[src/rtl/alu_exec_ctrl_pkg.sv]
// Shared opcode, ALU-op, FSM-state and flag-index definitions for the
// execute-stage controller and its opcode decoder.
package alu_exec_ctrl_pkg;

  localparam logic [3:0] OPC_ADD  = 4'd0;
  localparam logic [3:0] OPC_SUB  = 4'd1;
  localparam logic [3:0] OPC_AND  = 4'd2;
  localparam logic [3:0] OPC_OR   = 4'd3;
  localparam logic [3:0] OPC_XOR  = 4'd4;
  localparam logic [3:0] OPC_NOR  = 4'd5;
  localparam logic [3:0] OPC_NAND = 4'd6;
  localparam logic [3:0] OPC_SLT  = 4'd7;

  localparam logic [2:0] ALU_OP_AND = 3'd0;
  localparam logic [2:0] ALU_OP_OR  = 3'd1;
  localparam logic [2:0] ALU_OP_ADD = 3'd2;
  localparam logic [2:0] ALU_OP_XOR = 3'd3;

  localparam int FLAG_N = 3;
  localparam int FLAG_Z = 2;
  localparam int FLAG_C = 1;
  localparam int FLAG_V = 0;

  typedef enum logic [1:0] {
    S_IDLE = 2'd0,
    S_EXEC = 2'd1,
    S_DONE = 2'd2
  } state_e;

endpackage

[src/rtl/alu_exec_ctrl_decode.sv]
// Combinational opcode decoder: maps the 4-bit opcode onto the ripple ALU
// control lines and flags opcodes 8..15 as illegal.
module alu_exec_ctrl_decode
  import alu_exec_ctrl_pkg::*;
(
  input  logic [3:0] opcode_i,
  output logic       ainvert_o,
  output logic       bnegate_o,
  output logic [2:0] op_o,
  output logic       illegal_o
);

  always_comb begin
    ainvert_o = 1'b0;
    bnegate_o = 1'b0;
    op_o      = ALU_OP_AND;
    illegal_o = 1'b0;
    case (opcode_i)
      OPC_ADD: op_o = ALU_OP_ADD;
      OPC_SUB: begin
        bnegate_o = 1'b1;
        op_o      = ALU_OP_ADD;
      end
      OPC_AND: op_o = ALU_OP_AND;
      OPC_OR:  op_o = ALU_OP_OR;
      OPC_XOR: op_o = ALU_OP_XOR;
      // NOR/NAND come from De Morgan on the inverted operands
      OPC_NOR: begin
        ainvert_o = 1'b1;
        bnegate_o = 1'b1;
        op_o      = ALU_OP_AND;
      end
      OPC_NAND: begin
        ainvert_o = 1'b1;
        bnegate_o = 1'b1;
        op_o      = ALU_OP_OR;
      end
      OPC_SLT: begin
        bnegate_o = 1'b1;
        op_o      = ALU_OP_ADD;
      end
      default: illegal_o = 1'b1;
    endcase
  end

endmodule

[src/rtl/alu_exec_ctrl.sv]
// Execute-stage controller: drives the external ripple ALU with registered
// operands, waits the settle time, then presents a write-back beat.
module alu_exec_ctrl
  import alu_exec_ctrl_pkg::*;
#(
  parameter int WIDTH         = 16,
  parameter int SETTLE_CYCLES = 2
) (
  input  logic             clk,
  input  logic             rst_n,
  input  logic             in_valid,
  output logic             in_ready,
  input  logic [3:0]       in_opcode,
  input  logic [WIDTH-1:0] in_a,
  input  logic [WIDTH-1:0] in_b,
  input  logic [2:0]       in_rd,
  input  logic             flush,
  output logic [WIDTH-1:0] alu_a,
  output logic [WIDTH-1:0] alu_b,
  output logic             alu_ainvert,
  output logic             alu_bnegate,
  output logic [2:0]       alu_op,
  input  logic [WIDTH-1:0] alu_result,
  input  logic             alu_cout,
  output logic             out_valid,
  input  logic             out_ready,
  output logic             wb_en,
  output logic [2:0]       wb_rd,
  output logic [WIDTH-1:0] wb_data,
  output logic [3:0]       flags,
  output logic             err
);

  localparam logic [3:0] CNT_LOAD = 4'(SETTLE_CYCLES - 1);

  state_e           state_q, state_d;
  logic [3:0]       cnt_q, cnt_d;
  logic             live_q;

  logic [WIDTH-1:0] a_q, a_d, b_q, b_d;
  logic             ainv_q, ainv_d, bneg_q, bneg_d;
  logic [2:0]       op_q, op_d;
  logic [3:0]       opc_q, opc_d;
  logic [2:0]       rd_q, rd_d;
  logic             wb_en_q, wb_en_d;
  logic [2:0]       wb_rd_q, wb_rd_d;
  logic [WIDTH-1:0] wb_data_q, wb_data_d;
  logic [3:0]       flags_q, flags_d;
  logic             err_q, err_d;

  logic             dec_ainv, dec_bneg, dec_illegal;
  logic [2:0]       dec_op;
  logic             accept, flush_act, capture, release_beat;

  alu_exec_ctrl_decode u_decode (
    .opcode_i  (in_opcode),
    .ainvert_o (dec_ainv),
    .bnegate_o (dec_bneg),
    .op_o      (dec_op),
    .illegal_o (dec_illegal)
  );

  assign accept       = in_valid && in_ready;
  assign flush_act    = flush && (state_q != S_IDLE);
  assign capture      = (state_q == S_EXEC) && (cnt_q == 4'd0) && !flush;
  assign release_beat = (state_q == S_DONE) && out_ready;

  // live_q keeps in_ready low while reset is asserted and for the first edge after it
  always_ff @(posedge clk or negedge rst_n) begin
    if (!rst_n) begin
      state_q <= S_IDLE;
      cnt_q   <= 4'd0;
      live_q  <= 1'b0;
    end else begin
      state_q <= state_d;
      cnt_q   <= cnt_d;
      live_q  <= 1'b1;
    end
  end

  always_comb begin
    state_d = state_q;
    cnt_d   = cnt_q;
    case (state_q)
      S_IDLE: begin
        if (accept) begin
          if (dec_illegal) begin
            state_d = S_DONE;
          end else begin
            state_d = S_EXEC;
            cnt_d   = CNT_LOAD;
          end
        end
      end
      S_EXEC: begin
        if (flush) begin
          state_d = S_IDLE;
          cnt_d   = 4'd0;
        end else if (cnt_q == 4'd0) begin
          state_d = S_DONE;
        end else begin
          cnt_d = cnt_q - 4'd1;
        end
      end
      S_DONE: begin
        if (flush || out_ready) state_d = S_IDLE;
      end
      default: state_d = S_IDLE;
    endcase
  end

  always_comb begin
    in_ready  = (state_q == S_IDLE) && live_q;
    out_valid = (state_q == S_DONE);
  end

  logic             a_msb, b_msb, r_msb, is_add, is_sub_like;
  logic             n_flag, c_flag, v_flag;
  logic [WIDTH-1:0] res_data;
  logic [3:0]       flags_calc;

  // SLT reuses the subtraction; only the written data is replaced by N^V
  always_comb begin
    a_msb       = a_q[WIDTH-1];
    b_msb       = b_q[WIDTH-1];
    r_msb       = alu_result[WIDTH-1];
    is_add      = (opc_q == OPC_ADD);
    is_sub_like = (opc_q == OPC_SUB) || (opc_q == OPC_SLT);
    n_flag      = r_msb;
    c_flag      = (is_add || is_sub_like) && alu_cout;
    if (is_add)
      v_flag = (a_msb == b_msb) && (r_msb != a_msb);
    else if (is_sub_like)
      v_flag = (a_msb != b_msb) && (r_msb != a_msb);
    else
      v_flag = 1'b0;
    res_data = alu_result;
    if (opc_q == OPC_SLT) begin
      res_data    = '0;
      res_data[0] = n_flag ^ v_flag;
    end
    flags_calc         = 4'd0;
    flags_calc[FLAG_N] = n_flag;
    flags_calc[FLAG_Z] = (res_data == '0);
    flags_calc[FLAG_C] = c_flag;
    flags_calc[FLAG_V] = v_flag;
  end

  always_comb begin
    a_d       = a_q;
    b_d       = b_q;
    ainv_d    = ainv_q;
    bneg_d    = bneg_q;
    op_d      = op_q;
    opc_d     = opc_q;
    rd_d      = rd_q;
    wb_en_d   = wb_en_q;
    wb_rd_d   = wb_rd_q;
    wb_data_d = wb_data_q;
    flags_d   = flags_q;
    err_d     = err_q;
    if (accept) begin
      opc_d = in_opcode;
      rd_d  = in_rd;
      if (dec_illegal) begin
        err_d     = 1'b1;
        wb_en_d   = 1'b0;
        wb_rd_d   = in_rd;
        wb_data_d = '0;
        flags_d   = 4'd0;
      end else begin
        a_d    = in_a;
        b_d    = in_b;
        ainv_d = dec_ainv;
        bneg_d = dec_bneg;
        op_d   = dec_op;
      end
    end else if (flush_act || release_beat) begin
      a_d       = '0;
      b_d       = '0;
      ainv_d    = 1'b0;
      bneg_d    = 1'b0;
      op_d      = 3'd0;
      opc_d     = 4'd0;
      rd_d      = 3'd0;
      wb_en_d   = 1'b0;
      wb_rd_d   = 3'd0;
      wb_data_d = '0;
      flags_d   = 4'd0;
      err_d     = 1'b0;
    end else if (capture) begin
      a_d       = '0;
      b_d       = '0;
      ainv_d    = 1'b0;
      bneg_d    = 1'b0;
      op_d      = 3'd0;
      wb_en_d   = 1'b1;
      wb_rd_d   = rd_q;
      wb_data_d = res_data;
      flags_d   = flags_calc;
      err_d     = 1'b0;
    end
  end

  always_ff @(posedge clk or negedge rst_n) begin
    if (!rst_n) begin
      a_q       <= '0;
      b_q       <= '0;
      ainv_q    <= 1'b0;
      bneg_q    <= 1'b0;
      op_q      <= 3'd0;
      opc_q     <= 4'd0;
      rd_q      <= 3'd0;
      wb_en_q   <= 1'b0;
      wb_rd_q   <= 3'd0;
      wb_data_q <= '0;
      flags_q   <= 4'd0;
      err_q     <= 1'b0;
    end else begin
      a_q       <= a_d;
      b_q       <= b_d;
      ainv_q    <= ainv_d;
      bneg_q    <= bneg_d;
      op_q      <= op_d;
      opc_q     <= opc_d;
      rd_q      <= rd_d;
      wb_en_q   <= wb_en_d;
      wb_rd_q   <= wb_rd_d;
      wb_data_q <= wb_data_d;
      flags_q   <= flags_d;
      err_q     <= err_d;
    end
  end

  assign alu_a       = a_q;
  assign alu_b       = b_q;
  assign alu_ainvert = ainv_q;
  assign alu_bnegate = bneg_q;
  assign alu_op      = op_q;
  assign wb_en       = wb_en_q;
  assign wb_rd       = wb_rd_q;
  assign wb_data     = wb_data_q;
  assign flags       = flags_q;
  assign err         = err_q;

endmodule

[config.mk]
export PLATFORM = sky130hd
export DESIGN_NAME = alu_exec_ctrl
export DESIGN_NICKNAME = d
export VERILOG_FILES = /design/src/rtl/alu_exec_ctrl_pkg.sv /design/src/rtl/alu_exec_ctrl_decode.sv /design/src/rtl/alu_exec_ctrl.sv
export SDC_FILE = /design/constraint.sdc
export NUM_CORES = 1
export LEC_CHECK = 0
export ABC_AREA = 1
export ABC_CLOCK_PERIOD_IN_PS = 1600
export BUFFER_PORTS_ARGS = -buffer_cell sky130_fd_sc_hd__buf_4
export CAP_MARGIN = 20
export CORE_UTILIZATION = 30
export CTS_BUF_LIST = sky130_fd_sc_hd__clkbuf_2
export CTS_CLUSTER_SIZE = 12
export DETAILED_ROUTE_END_ITERATION = 8
export GPL_TIMING_DRIVEN = 0
export MAX_ROUTING_LAYER = met4
export RECOVER_POWER = 25
export SYNTH_ARGS = -nofsm -noshare
export SYNTH_HDL_FRONTEND = slang
export SYNTH_SLANG_ARGS = --single-unit
[constraint.sdc]
create_clock -name clk -period 1.6 [get_ports clk]
set_input_delay 0.16 -clock clk [delete_from_list [all_inputs] [get_ports clk]]
set_output_delay 0.16 -clock clk [all_outputs]
set_load 0.02 [all_outputs]
# Yosys cells after proc, flatten, opt, wreduce, memory -nomap -nowiden

Cells that the tools add are included.

Register bits: 76
Input bits: 61
Output and inout port bits: 64
Logic and storage cells: 125

Add/sub/neg operators: 1
Equality and inequality tests: 21
Muxes and demuxes: 55
Bitwise gates (word level): 1
Reductions and logical operators: 32

Operators by type and width:

| operator                                                           | count |
|---|---|
| 16-bit 2-to-1 mux                                                  | 11 |
| 4-bit 2-to-1 mux                                                   | 10 |
| 3-bit 2-to-1 mux                                                   | 10 |
| 4-bit by 3-bit == test with 1-bit output, second input constant    | 5 |
| 16-bit logical NOT                                                 | 1 |
| 1-bit 2-to-1 mux                                                   | 16 |
| 4-bit logical NOT                                                  | 3 |
| 2-bit case mux with 3 select lines                                 | 2 |
| 2-bit 2-to-1 mux                                                   | 5 |
| 1-bit logical AND                                                  | 9 |
| 4-bit by 1-bit == test with 1-bit output, second input constant    | 2 |
| 4-bit by 2-bit == test with 1-bit output, second input constant    | 2 |
| 2-bit != test, second input constant                               | 4 |
| 4-bit case mux with 2 select lines                                 | 1 |
| 8-bit OR reduction                                                 | 1 |
| 2-bit nonzero test                                                 | 3 |
| 1-bit logical OR                                                   | 4 |
| 2-bit AND reduction                                                | 2 |
| 4-bit AND reduction                                                | 1 |
| 2-bit OR reduction                                                 | 2 |
| 4-bit OR reduction                                                 | 1 |
| 4-bit by 1-bit subtractor with 4-bit output, second input constant | 1 |
| 3-bit by 2-bit != test with 1-bit output, second input constant    | 1 |
| 3-bit != test, second input constant                               | 1 |
| other kinds (11)                                                   | 12 |

# Longest topological paths before layout

Depth after elaboration: 10
Mapped depth: 10
Gate-level depth less buffers: 10

# By module

From an unflattened synthesis, not the netlist that was laid out.

Cell total of the unflattened synthesis: 403
Area total of the unflattened synthesis: 3350.7 µm²

By module, submodules not included:

| module               | times used | cells each | area each (µm²) | sequential area each (µm²) |
|---|---|---|---|---|
| alu_exec_ctrl        | 1          | 379        | 3250.6          | 1901.8 |
| alu_exec_ctrl_decode | 1          | 24         | 100.1           | 0.0 |

# Least setup slack after synthesis

No wires, ideal clock.

Path type: flip-flop to flip-flop
Start point: register state_q[1]
End point: register a_q[0], in the netlist alu_a[0]
Setup time: 0.123 ns
Arrival: 1.563 ns
Data required time: 1.477 ns
Path slack: -0.086 ns
Stages on the path, launching flop included: 9
Path buffers: 1
Clock period less this slack: 1.686 ns
Cells stage by stage: dfrtp_1 > inv_2 > nor2_1 > nand2_1 > o211ai_4 > nor2_4 > clkbuf_2 > o21ai_0 > nand2_1

Longest elaborated chain between the ends: 5
Elaborated cells on any way between the ends: 16
Those cells by class: eq/ne: 3; mux: 2; reduce/logical: 11

RTL lines:

| item                                                                             | line                 | text |
|---|---|---|
| start: declaration                                                               | alu_exec_ctrl.sv:36  | `state_e state_q, state_d;` |
| start signal: assignment                                                         | alu_exec_ctrl.sv:75  | `state_q <= state_d;` |
| 2-bit == test (*)                                                                | n/a                  |  |
| via out_valid                                                                    | alu_exec_ctrl.sv:25  | `output logic out_valid,` |
| 1-bit logical AND (*)                                                            | alu_exec_ctrl.sv:66  | `assign release_beat = (state_q == S_DONE) && out_ready;` |
| 1-bit logical OR (*)                                                             | alu_exec_ctrl.sv:178 | `end else if (flush_act \|\| release_beat) begin` |
| 3-bit nonzero test (no source line) / 16-bit 2-to-1 mux (equally long branches)  | n/a                  |  |
| 2-bit AND reduction (no source line) / 16-bit 2-to-1 mux (equally long branches) | n/a                  |  |
| end signal: assignment                                                           | alu_exec_ctrl.sv:207 | `a_q <= '0;` |
| end signal: assignment                                                           | alu_exec_ctrl.sv:220 | `a_q <= a_d;` |
| end: declaration                                                                 | alu_exec_ctrl.sv:40  | `logic [WIDTH-1:0] a_q, a_d, b_q, b_d;` |

The timed path passes the listed nets; every way through them passes the cells marked *.
A chain may end at the register's enable or synchronous reset.

# Worst setup path after layout

Start point: register state_q[0]
End point: register wb_data_q[1], in the netlist wb_data[1]

Longest elaborated chain between the ends: 5
Elaborated cells on any way between the ends: 16
Those cells by class: eq/ne: 3; mux: 2; reduce/logical: 11

RTL lines:

| item                                                                             | line                 | text |
|---|---|---|
| 2-bit by 1-bit == test with 1-bit output (tied with other cells)                 | alu_exec_ctrl.sv:65  | `assign capture = (state_q == S_EXEC) && (cnt_q == 4'd0) && !flush;` |
| 1-bit logical AND (on tied branches)                                             | n/a                  |  |
| 1-bit logical AND (tied with other cells)                                        | alu_exec_ctrl.sv:65  |  |
| 3-bit nonzero test (no source line) (tied with other cells)                      | n/a                  |  |
| 2-bit AND reduction (no source line) / 16-bit 2-to-1 mux (equally long branches) | n/a                  |  |
| end signal: assignment                                                           | alu_exec_ctrl.sv:229 | `wb_data_q <= wb_data_d;` |
| end: declaration                                                                 | alu_exec_ctrl.sv:47  | `logic [WIDTH-1:0] wb_data_q, wb_data_d;` |

Parallel ways exist; a longest one is shown, timed or not.

==> flow_summary.ini <==
[global_route]
grtUsageTotal = 0.185
overflow = 0
grt_first_pass_wirelength_um = 16500
grt_max_degree = 76
grt_pass1_vias = 3529
antenna_found_initial = 0

[placement]
dp.cells = 672
portBuffers = 123
dpl.hpwl_um = 6540
postPlaceCellArea_um2 = 4530
gp_congestion = 0.784

[routing]
wl_um = 10300
drcViolationCount = 0
viasPerCell = 4.54
postRouteAntennaNets = 0
wl_per_cell_um = 13.5
num_vias = 3476
first_pass_iters = 4
first_iter_violations = 151

[logic_synthesis]
ys_seq_area_frac = 0.548
synth_area_leaders = dfrtp_1, nand2_1, o21ai_0
synth_top_area_frac = 0.548
ys.warnings.count = 0
syn-cell-area_um2 = 3430
synth.net_count = 472
avgSynthCellArea_um2 = 8.38
synthCells = 409
ys_seq_elements = 75
yosys.area.top_type = dfrtp_1
ys_types = 35

[power_and_ir_drop]
p_total_w = 0.00765
internal_power_w = 0.00436
powerDensity_nw_per_um2 = 1370
p_comb_frac = 0.531
power.share.clock = 0.104
p_leak_nw = 2.99
pwr-share-seq = 0.365
p_sw_frac = 0.430
ir_drop_mv = 0.689
switching_power_w = 0.00329

[floorplanning]
die_h_um = 109
start_util = 0.312
die_x_um = 109
io_pins = 125
rows = 38
die-area_um2 = 11900
core_area_um2 = 11000

[sta]
hold_viol = 0
max_freq_mhz = 626
setup_viol = 0
post-route-period-util = 0.999
maxSlewViolCount = 0
rsz0062_at_grt = yes
worst_pin_slew_ns = 1.04
period_needed_ns = 1.60
slew_headroom = 0.305
skew_ns = 0.0263
tns_ns = 0

[worst_setup_path]
cp_max_fo = 5
reg2regPathDepth = 9
end_kind = flip-flop
worst-path-buf-inv = 3
critical_path_arrival_ns = 1.97
cp.required_ns = 1.97
setup.worst_path.class = reg2reg
cp.depth = 9
path_delay_family = simple AND/OR/NAND/NOR gates
start_kind = flip-flop
slowest_delay_ns = 0.46
critical-path-slowest-cell = dfrtp_1
cp_cell_sequence = inv_2, nor2_2, nand2_2, nor2_4, buf_6, o21ai_4, buf_6, nand2_2, nand2_1

[min_path]
hp-class = in2reg
holdPathStages = 5

[job]
max_cap_violations = 0

[finish]
antennaDiodeCount = 0
syn_to_final_growth_pct = 63.1
fin_area_um2 = 5590
layout.cells.non_filler = 765
fin_nets = 684
drive_gt1_frac = 0.362

[cts]
max-clock-path-buffers = 2
cts_tree = built
clock_latency_ns = 0.48
cts-root-buf = clkbuf_2
cts-buffers-inserted = 9
cts_num_sinks = 75
clk_pin_slew_ns = 0.19
htree_levels = 3

[outcome]
outcome = finished, final reports clean
## power by group through the flow
stage	sequential [W]	clock (W)	combinational [W]
floorplan	0.00319	0	0.00143
detailed placement	0.00275	0	0.00314
global placement	0.00273	0	0.00311
CTS	0.00273	0.000844	0.00370
global route	0.00286	0.000902	0.00446
finish	0.00279	0.000793	0.00406
## per-stage QoR
stage          setup slack [ns]  hold WS, ns   util
2_1_floorplan            0.0105       -0.136      -
5_1_grt                  -0.111       0.0146  0.509
6_report                0.00204       0.0497  0.509
3_5_place_dp             -0.169        0.367  0.413
3_3_place_gp             -0.131        0.361  0.413
4_1_cts                 -0.0565     0.000150  0.492
## cells in the mapped netlist, drive strengths merged
library cell and instances:
o22ai 3, or2 1, ha 2, nand3b 1
nand4 2, conb 2, a32o 1, buf 10
nor2 22, nor4 1, nand3 28, xor2 1
a32oi 1, dfrtp 75, o21ai 56, nand2 159
a21oi 2, and3 1, inv 30, o31ai 2
nor3 2, clkbuf 6, o211ai 1
## metal layers
metal / global-route usage / wire length (µm)
met1: 0.226 / 4580
met2: 0.302 / 5060
met3: 0.0395 / 539
met4: 0.0618 / 133
met5: - / 0
## logic make-up (layout without fill, tap and decap cells)
kind of cell,after synthesis,after routing,synth area share
AND/OR/NAND/NOR,217,217,0.267
flip-flops,75,75,0.548
AO/OA/AOI/OAI,66,67,0.111
buffers and inverters,46,261,0.0617
adder cells (fa/ha/maj),2,2,0.00730
other,2,2,0.00219
XOR/XNOR,1,1,0.00256
## cells in the final DEF (no fill, tap or decap), types with 2 or more instances in the layout
master / Yosys / final
buf_6: 3 / 7
o21ai_2: 0 / 21
o21ai_1: 6 / 15
buf_4: 2 / 142
clkinv_1: 0 / 5
clkbuf_4: 0 / 2
conb_1: 2 / 2
nand4_1: 2 / 2
dlygate4sd3_1: 0 / 57
nand2_1: 158 / 146
clkbuf_2: 3 / 10
o21ai_0: 49 / 19
o21ai_4: 1 / 2
nor2_1: 16 / 14
a21oi_1: 2 / 2
buf_8: 0 / 4
o22ai_1: 3 / 3
nor2_4: 4 / 7
inv_2: 2 / 4
inv_4: 0 / 2
nand2_4: 1 / 2
dfrtp_1: 75 / 74
inv_1: 28 / 24
nand3_1: 28 / 27
nand2_2: 0 / 11
## repair_timing
item,4_1_cts,5_1_grt
cloned,2,0
buffers inserted,16,4
hold endpoints to repair,138,0
hold buffers,57,0
resized for setup,53,56
setup endpoints to repair,61,72
pin swaps,11,9
## worst register-to-register path: cells and delay by family, from the launching register on
family                 cells  cell delay (ns)
and+or+nand+nor            5             0.58
buffers and inverters      3             0.37
AOI/OAI and AO/OA          1             0.09
DFF                        1             0.46
## worst paths after layout
check,slack [ns],startpoint,end
max reg2reg,0.002,state_q[0]$_DFFE_PN0P_,wb_data[1]$_DFFE_PN0P_
max,0.002,state_q[0]$_DFFE_PN0P_,wb_data[1]$_DFFE_PN0P_
min,0.05,alu_result[15],wb_data[0]$_DFFE_PN0P_
min reg2reg,0.50,rd_q[0]$_DFFE_PN0N_,rd_q[0]$_DFFE_PN0N_
max in group asynchronous,0.51,rst_n,alu_a[15]$_DFFE_PN0P_
min in group asynchronous,0.38,rst_n,alu_a[13]$_DFFE_PN0P_
## layout make-up
class | count | area (µm²)
plain buffers | 15 | 145
well taps | 140 | 175
inverters | 30 | 118
clock inverters | 6 | 23.8
clock buffers | 9 | 45.0
repair buffers | 201 | 1680
flip-flops and latches | 75 | 1880
multi-input cells | 289 | 1520
fillers | 1034 | 5400
## sequential cells by signal (all words and copies together) (netlist names)
signal       cells
alu_a           16
alu_ainvert      1
alu_b           16
alu_bnegate      1
alu_op           2
cnt_q            4
err              1
flags            4
live_q           1
opc_q            4
rd_q             3
state_q          2
wb_data         16
wb_en            1
wb_rd            3
Power figures use the tool's default switching activity.
